==> src/rtl/mult_accum_pkg.sv <==
`default_nettype none
// ----------------------------------------------------------------------------
// mult_accum_pkg : shared types and sizing helper for the mult_accum block
// Rev 1.0
// ----------------------------------------------------------------------------
package mult_accum_pkg;

  typedef enum logic [0:0] {
    ACC  = 1'b0,
    HOLD = 1'b1
  } acc_state_e;

  // Result width that cannot wrap for num_terms all-ones products.
  function automatic int acc_width(input int width, input int num_terms);
    return width + $clog2(num_terms) + 1;
  endfunction

endpackage : mult_accum_pkg
`default_nettype wire

==> src/rtl/mult_accum.sv <==
`default_nettype none
// ----------------------------------------------------------------------------
// mult_accum : sums NUM_TERMS products per result, registered valid/ready out
// Rev 1.0
// ----------------------------------------------------------------------------
module mult_accum
  import mult_accum_pkg::*;
#(
  parameter  int WIDTH     = 32,
  parameter  int NUM_TERMS = 4,
  localparam int ACC_WIDTH = acc_width(WIDTH, NUM_TERMS)
) (
  input  logic                 clk,
  input  logic                 rst_n,
  input  logic                 clear,
  input  logic                 in_valid,
  output logic                 in_ready,
  input  logic [WIDTH-1:0]     in_data,
  output logic                 out_valid,
  input  logic                 out_ready,
  output logic [ACC_WIDTH-1:0] out_sum,
  output logic [7:0]           term_cnt
);

  localparam logic [7:0] LAST_TERM = 8'(NUM_TERMS - 1);

  acc_state_e           state_q, state_d;
  logic [ACC_WIDTH-1:0] acc_q, acc_d;
  logic [ACC_WIDTH-1:0] sum_q, sum_d;
  logic [7:0]           cnt_q, cnt_d;
  logic [ACC_WIDTH-1:0] acc_plus_in;

  assign acc_plus_in = acc_q + {{(ACC_WIDTH-WIDTH){1'b0}}, in_data};

  always_comb begin
    state_d = state_q;
    acc_d   = acc_q;
    sum_d   = sum_q;
    cnt_d   = cnt_q;
    if (clear) begin
      // A beat presented alongside clear is dropped; sum_q is left as-is.
      state_d = ACC;
      acc_d   = '0;
      cnt_d   = '0;
    end else begin
      case (state_q)
        ACC: begin
          if (in_valid) begin
            if (cnt_q == LAST_TERM) begin
              sum_d   = acc_plus_in;
              acc_d   = '0;
              cnt_d   = '0;
              state_d = HOLD;
            end else begin
              acc_d = acc_plus_in;
              cnt_d = cnt_q + 8'd1;
            end
          end
        end
        HOLD: begin
          if (out_ready) begin
            state_d = ACC;
          end
        end
        default: state_d = ACC;
      endcase
    end
  end

  always_ff @(posedge clk or negedge rst_n) begin
    if (!rst_n) begin
      state_q <= ACC;
      acc_q   <= '0;
      sum_q   <= '0;
      cnt_q   <= '0;
    end else begin
      state_q <= state_d;
      acc_q   <= acc_d;
      sum_q   <= sum_d;
      cnt_q   <= cnt_d;
    end
  end

  assign in_ready  = (state_q == ACC);
  assign out_valid = (state_q == HOLD);
  assign out_sum   = sum_q;
  assign term_cnt  = cnt_q;

endmodule : mult_accum
`default_nettype wire

==> config.mk <==
export PLATFORM = sky130hd
export DESIGN_NAME = mult_accum
export DESIGN_NICKNAME = d
export VERILOG_FILES = /design/src/rtl/mult_accum_pkg.sv /design/src/rtl/mult_accum.sv
export SDC_FILE = /design/constraint.sdc
export NUM_CORES = 1
export LEC_CHECK = 0
export BUFFER_PORTS_ARGS = -buffer_cell sky130_fd_sc_hd__clkbuf_2
export CORE_MARGIN = 1.5
export CORE_UTILIZATION = 60
export CTS_CLUSTER_DIAMETER = 80
export DETAILED_ROUTE_END_ITERATION = 7
export PLACE_DENSITY = 0.81
export SLEW_MARGIN = 30
export SYNTH_ARGS = -nofsm -noshare
export SYNTH_HDL_FRONTEND = slang
export SYNTH_SLANG_ARGS = --single-unit
==> constraint.sdc <==
create_clock -name clk -period 4.61 [get_ports clk]
set_input_delay 0.6915 -clock clk [delete_from_list [all_inputs] [get_ports clk]]
set_output_delay 0.6915 -clock clk [all_outputs]
set_load 0.1 [all_outputs]
=== Yosys cells after proc, flatten, opt, wreduce, memory -nomap -nowiden ===
Cells that the tools add are included.

* Register bits after elaboration: 79
* Input bits: 37
* Word-level logic and storage cells: 26
* Output and inout port bits: 45

* Multiplexer cells: 13
* Equality and inequality tests: 2
* Add/sub/neg operators: 2
* Reductions and logical operators: 3
* Bitwise gates (word level): 2

{| class="wikitable"
|+ Operator list
! operator !! number
|-
| 35-bit 2-to-1 mux || 4
|-
| 35-bit by 32-bit adder with 35-bit output || 1
|-
| 8-bit 2-to-1 mux || 4
|-
| 8-bit by 1-bit adder with 8-bit output, second input constant || 1
|-
| 8-bit by 2-bit == test with 1-bit output, second input constant || 1
|-
| 1-bit 2-to-1 mux || 4
|-
| 4-bit AND reduction || 1
|-
| 2-bit inequality test, second input constant || 1
|-
| 1-bit NOT || 2
|-
| 1-bit case mux with 2 select lines || 1
|-
| 2-bit AND reduction || 1
|-
| 2-bit nonzero test || 1
|}

=== Logic depth before layout (Yosys ltp) ===
* Depth after elaboration: 5
* Depth in mapped cells: 10

=== Least setup slack after synthesis ===
Ideal clock, no wire load.

* Kind: flip-flop to flip-flop
* From: register state_q (netlist: out_valid)
* To: register sum_q[10] (netlist: out_sum[10])
* Data arrival time: 2.897 ns
* Period minus slack after synthesis: 3.022 ns
* Cell stages (with the launch flop): 6
* Required time: 4.485 ns
* Setup time: 0.125 ns
* Path slack: 1.588 ns
* Cells stage by stage: dfrtp_1 -> inv_1 -> nand2_1 -> nor3_2 -> buf_2 -> mux2_2

* Longest elaborated chain between the ends: 2

{| class="wikitable"
|+ Ends and longest elaborated chain
! what !! line !! RTL
|-
| start, declared || mult_accum.sv:27 || <nowiki>acc_state_e state_q, state_d;</nowiki>
|-
| start signal, assigned || mult_accum.sv:77 || <nowiki>state_q <= state_d;</nowiki>
|-
| 1-bit NOT (no source line) || - ||
|-
| named net in_ready || mult_accum.sv:17 || <nowiki>output logic in_ready,</nowiki>
|-
| 4-bit AND reduction (no source line) || - ||
|-
| end signal, assigned || mult_accum.sv:79 || <nowiki>sum_q <= sum_d;</nowiki>
|-
| end, declared || mult_accum.sv:29 || <nowiki>logic [ACC_WIDTH-1:0] sum_q, sum_d;</nowiki>
|}

The timed path passes the listed nets, and every way through them passes these cells.
A chain may end at the register's enable or synchronous reset.

=== Worst setup path after layout ===
* From: input port in_data[0]
* To: register sum_q[28] (netlist: out_sum[28])

* Longest elaborated chain between the ends: 1

{| class="wikitable"
|+ Ends and longest elaborated chain
! what !! line !! RTL
|-
| start, declared || mult_accum.sv:18 || <nowiki>input logic [WIDTH-1:0] in_data,</nowiki>
|-
| 35-bit by 32-bit adder with 35-bit output || mult_accum.sv:33 || <nowiki>assign acc_plus_in = acc_q + {{(ACC_WIDTH-WIDTH){1'b0}}, in_data};</nowiki>
|}

No other way between the ends.

==> flow_summary.yaml <==
status:
  status: "complete, no violations"
logic_synthesis:
  syn_nets: 561
  synth-edff-count: 0
  ys.flop_type: "dfrtp_1"
  yosys_warnings: 0
  synth-seq-cells: 79
  yosysSeqAreaShare: 0.406
  netlist_instances: 490
  async_flop_share: 1.00
  yosysTopAreaCell: "dfrtp_1"
  yosysUniqueCellTypes: 61
  synth_area_um2: 4860
  synth_top_cell_area_share: 0.406
  synthTopCellsByArea: "dfrtp_1, ha_1, mux2_2, nand2_1, a22o_1"
  syn_avg_cell_area_um2: 9.93
setup_path:
  cp_num_buf_inv: 1
  r2r_slack_ns: 1.74
  cp-start-kind: "primary input"
  cpPeakStageDelay_ns: 0.45
  cp.required_ns: 4.85
  path_max_fanout: 3
  r2r_start: "acc_q[0]"
  cpMaxStageDelayCell: "fa_1"
  crit_family: "compound AO/OA/AOI/OAI gates"
  critPathArrivalTime_ns: 3.16
  reg2regPathDepth: 10
  worst_r2r_endpoint: "out_sum[28]"
  critical_path_class: "primary input to flop"
  cp-end-kind: "flop"
  path_cells: "clkbuf_2 -> ha_1 -> fa_1 -> a211oi_2 -> o21ai_1 -> o2111ai_2 -> a311oi_2 -> o2111ai_2 -> o21ai_1 -> xor2_1 -> mux2_2"
final_layout:
  fin_nets: 640
  final_cell_mix: "clkbuf_2, dfrtp_1, nand2_1"
  fin_area_um2: 5550
  layout_commonest_cell: "clkbuf_2"
  fillers: 605
  multi_input_area_um2: 2800
  final_cells: 676
  antenna_cells: 0
  seq_area_um2: 1980
  syn_to_final_growth_pct: 14.2
  drive_above_1_share: 0.253
placed_design:
  place_hpwl_mm: 8.30
  gp_congestion: 0.950
  place_inst: 660
  dpl-instance-area_um2: 5370
  port_buffers: 81
clocking:
  clk_path_buf_depth: 2
  cts_resized: 0
  cts.reportedPaths.clkPinSlew_ns: 0.08
  hold_buffers: 0
  cts-root-buf: "clkbuf_8"
  cts_tree: "yes"
  cts_buffers: 9
  cts.sinks: 79
  post_cts_buffers: 0
  htreeDepth: 3
  clock_latency_ns: 0.36
routing:
  ant_nets: 0
  first_pass_iters: 6
  vias_per_cell: 6.10
  drt-wirelength-per-cell_um: 17.1
  drtIter0Drc: 277
  drc: 0
  routed_wirelength_mm: 11.6
  vias: 4126
floorplanning:
  core-area_um2: 7770
  die_w_um: 93.0
  row_count: 32
  die_area_um2: 8650
  die_h_um: 93.0
  start_util: 0.626
  io_pins: 82
sta:
  fin_crit_ns: 2.92
  hold_viol: 0
  setup_violations: 0
  setup_tns_ns: 0
  fmax_mhz: 343
  slew_violations: 0
  rsz0062_at_grt: "no"
  tightest_slew_ns: 0.907
  fin_crit_sh: 0.633
  timing.hold.ws_ns: 0.367
  slew_headroom: 0.393
  skew_ns: 0.0168
global_route:
  grt_pass1_vias: 4039
  antenna_found_initial: 0
  grt_usage: 0.282
  grt_pass1_wl_mm: 19.3
  grt_max_degree: 80
  overflow: 0
power:
  power_per_cell_area_nw_per_um2: 482
  ir_worst_vdd_uv: 277
  cellLeakagePower_nw: 2.88
worst_hold_path:
  hp-class: "primary input to async pin"
job:
  cap_violations: 0
==> worst reg2reg max path, delay by kind of cell, from the launching register on <==
kind / cells / cell delay, ns
flops: 1 / 0.39
fa+ha+maj: 2 / 0.67
xor+xnor: 1 / 0.16
mux: 1 / 0.27
compound gates: 6 / 1.28
==> worst max path at each step <==
stage | start | to | slack (ns) | cells past startpoint
global route | in_data[0] | out_sum[28] | 1.56 | 11
floorplan | out_valid | out_sum[10] | 1.59 | 5
CTS | in_data[0] | out_sum[28] | 1.72 | 11
detailed placement | in_data[0] | out_sum[28] | 1.35 | 11
global placement | in_data[0] | out_sum[28] | 1.43 | 11
finish | in_data[0] | out_sum[28] | 1.69 | 11
==> registers in the layout, indices dropped and copies added (netlist names) <==
signal,cells
out_sum,35
out_valid,1
acc_q,35
term_cnt,8
==> synthesized netlist by cell type, drive strengths merged (8+ instances only) <==
| library cell | instances |
|---|---|
| dfrtp | 79 |
| nand2 | 63 |
| a21oi | 39 |
| o21ai | 37 |
| ha | 33 |
| a22o | 26 |
| mux2 | 23 |
| a21o | 21 |
| xnor2 | 21 |
| nor2 | 18 |
| clkbuf | 13 |
| xor2 | 13 |
| and3 | 9 |
| nand3 | 9 |
| inv | 8 |
| o21a | 8 |
==> logic make-up (layout without fill, tap and decap cells) <==
| logic type | after synthesis | after routing | share of synthesized area |
|---|---|---|---|
| AND/OR/NAND/NOR | 126 | 126 | 0.121 |
| buffers and inverters | 24 | 108 | 0.0193 |
| XOR/XNOR | 34 | 34 | 0.0612 |
| multiplexers | 24 | 24 | 0.0561 |
| AO/OA/AOI/OAI | 169 | 169 | 0.247 |
| adder cells (fa/ha/maj) | 34 | 34 | 0.0890 |
| flip-flops | 79 | 79 | 0.406 |
==> per-stage QoR <==
step                      power, mW  worst slack [ns]   util
after CTS                      2.68              1.72  0.715
after global placement         2.17              1.43  0.691
final                          2.68              1.69  0.715
after detailed placement       2.20              1.35  0.691
after global routing           2.81              1.56  0.715
after floorplan                1.95              1.59      -
==> final cells by class <==
cell class,count,share of cell area
well taps,102,0.0230
clock buffers,11,0.0273
inverters,8,0.00541
clock inverters,5,0.00563
repair buffers,84,0.0782
flip-flops and latches,79,0.356
multi-input cells,387,0.505
==> power by group <==
| part | leakage (nW) | total, mW | switching (mW) | internal [mW] |
|---|---|---|---|---|
| sequential | 1.07 | 0.881 | 0.0707 | 0.810 |
| clock | 0.0955 | 0.481 | 0.257 | 0.224 |
| combinational | 1.72 | 1.31 | 0.960 | 0.354 |
==> metal layers <==
layer / vias up / global-route usage / wire length, um
met4: 0 / 0.0707 / 89
met5: - / 0 / 0
met1: 2028 / 0.370 / 5130
li1: 1967 / - / -
met2: 120 / 0.484 / 5700
met3: 11 / 0.0496 / 637
Power figures use the tool's default switching activity.
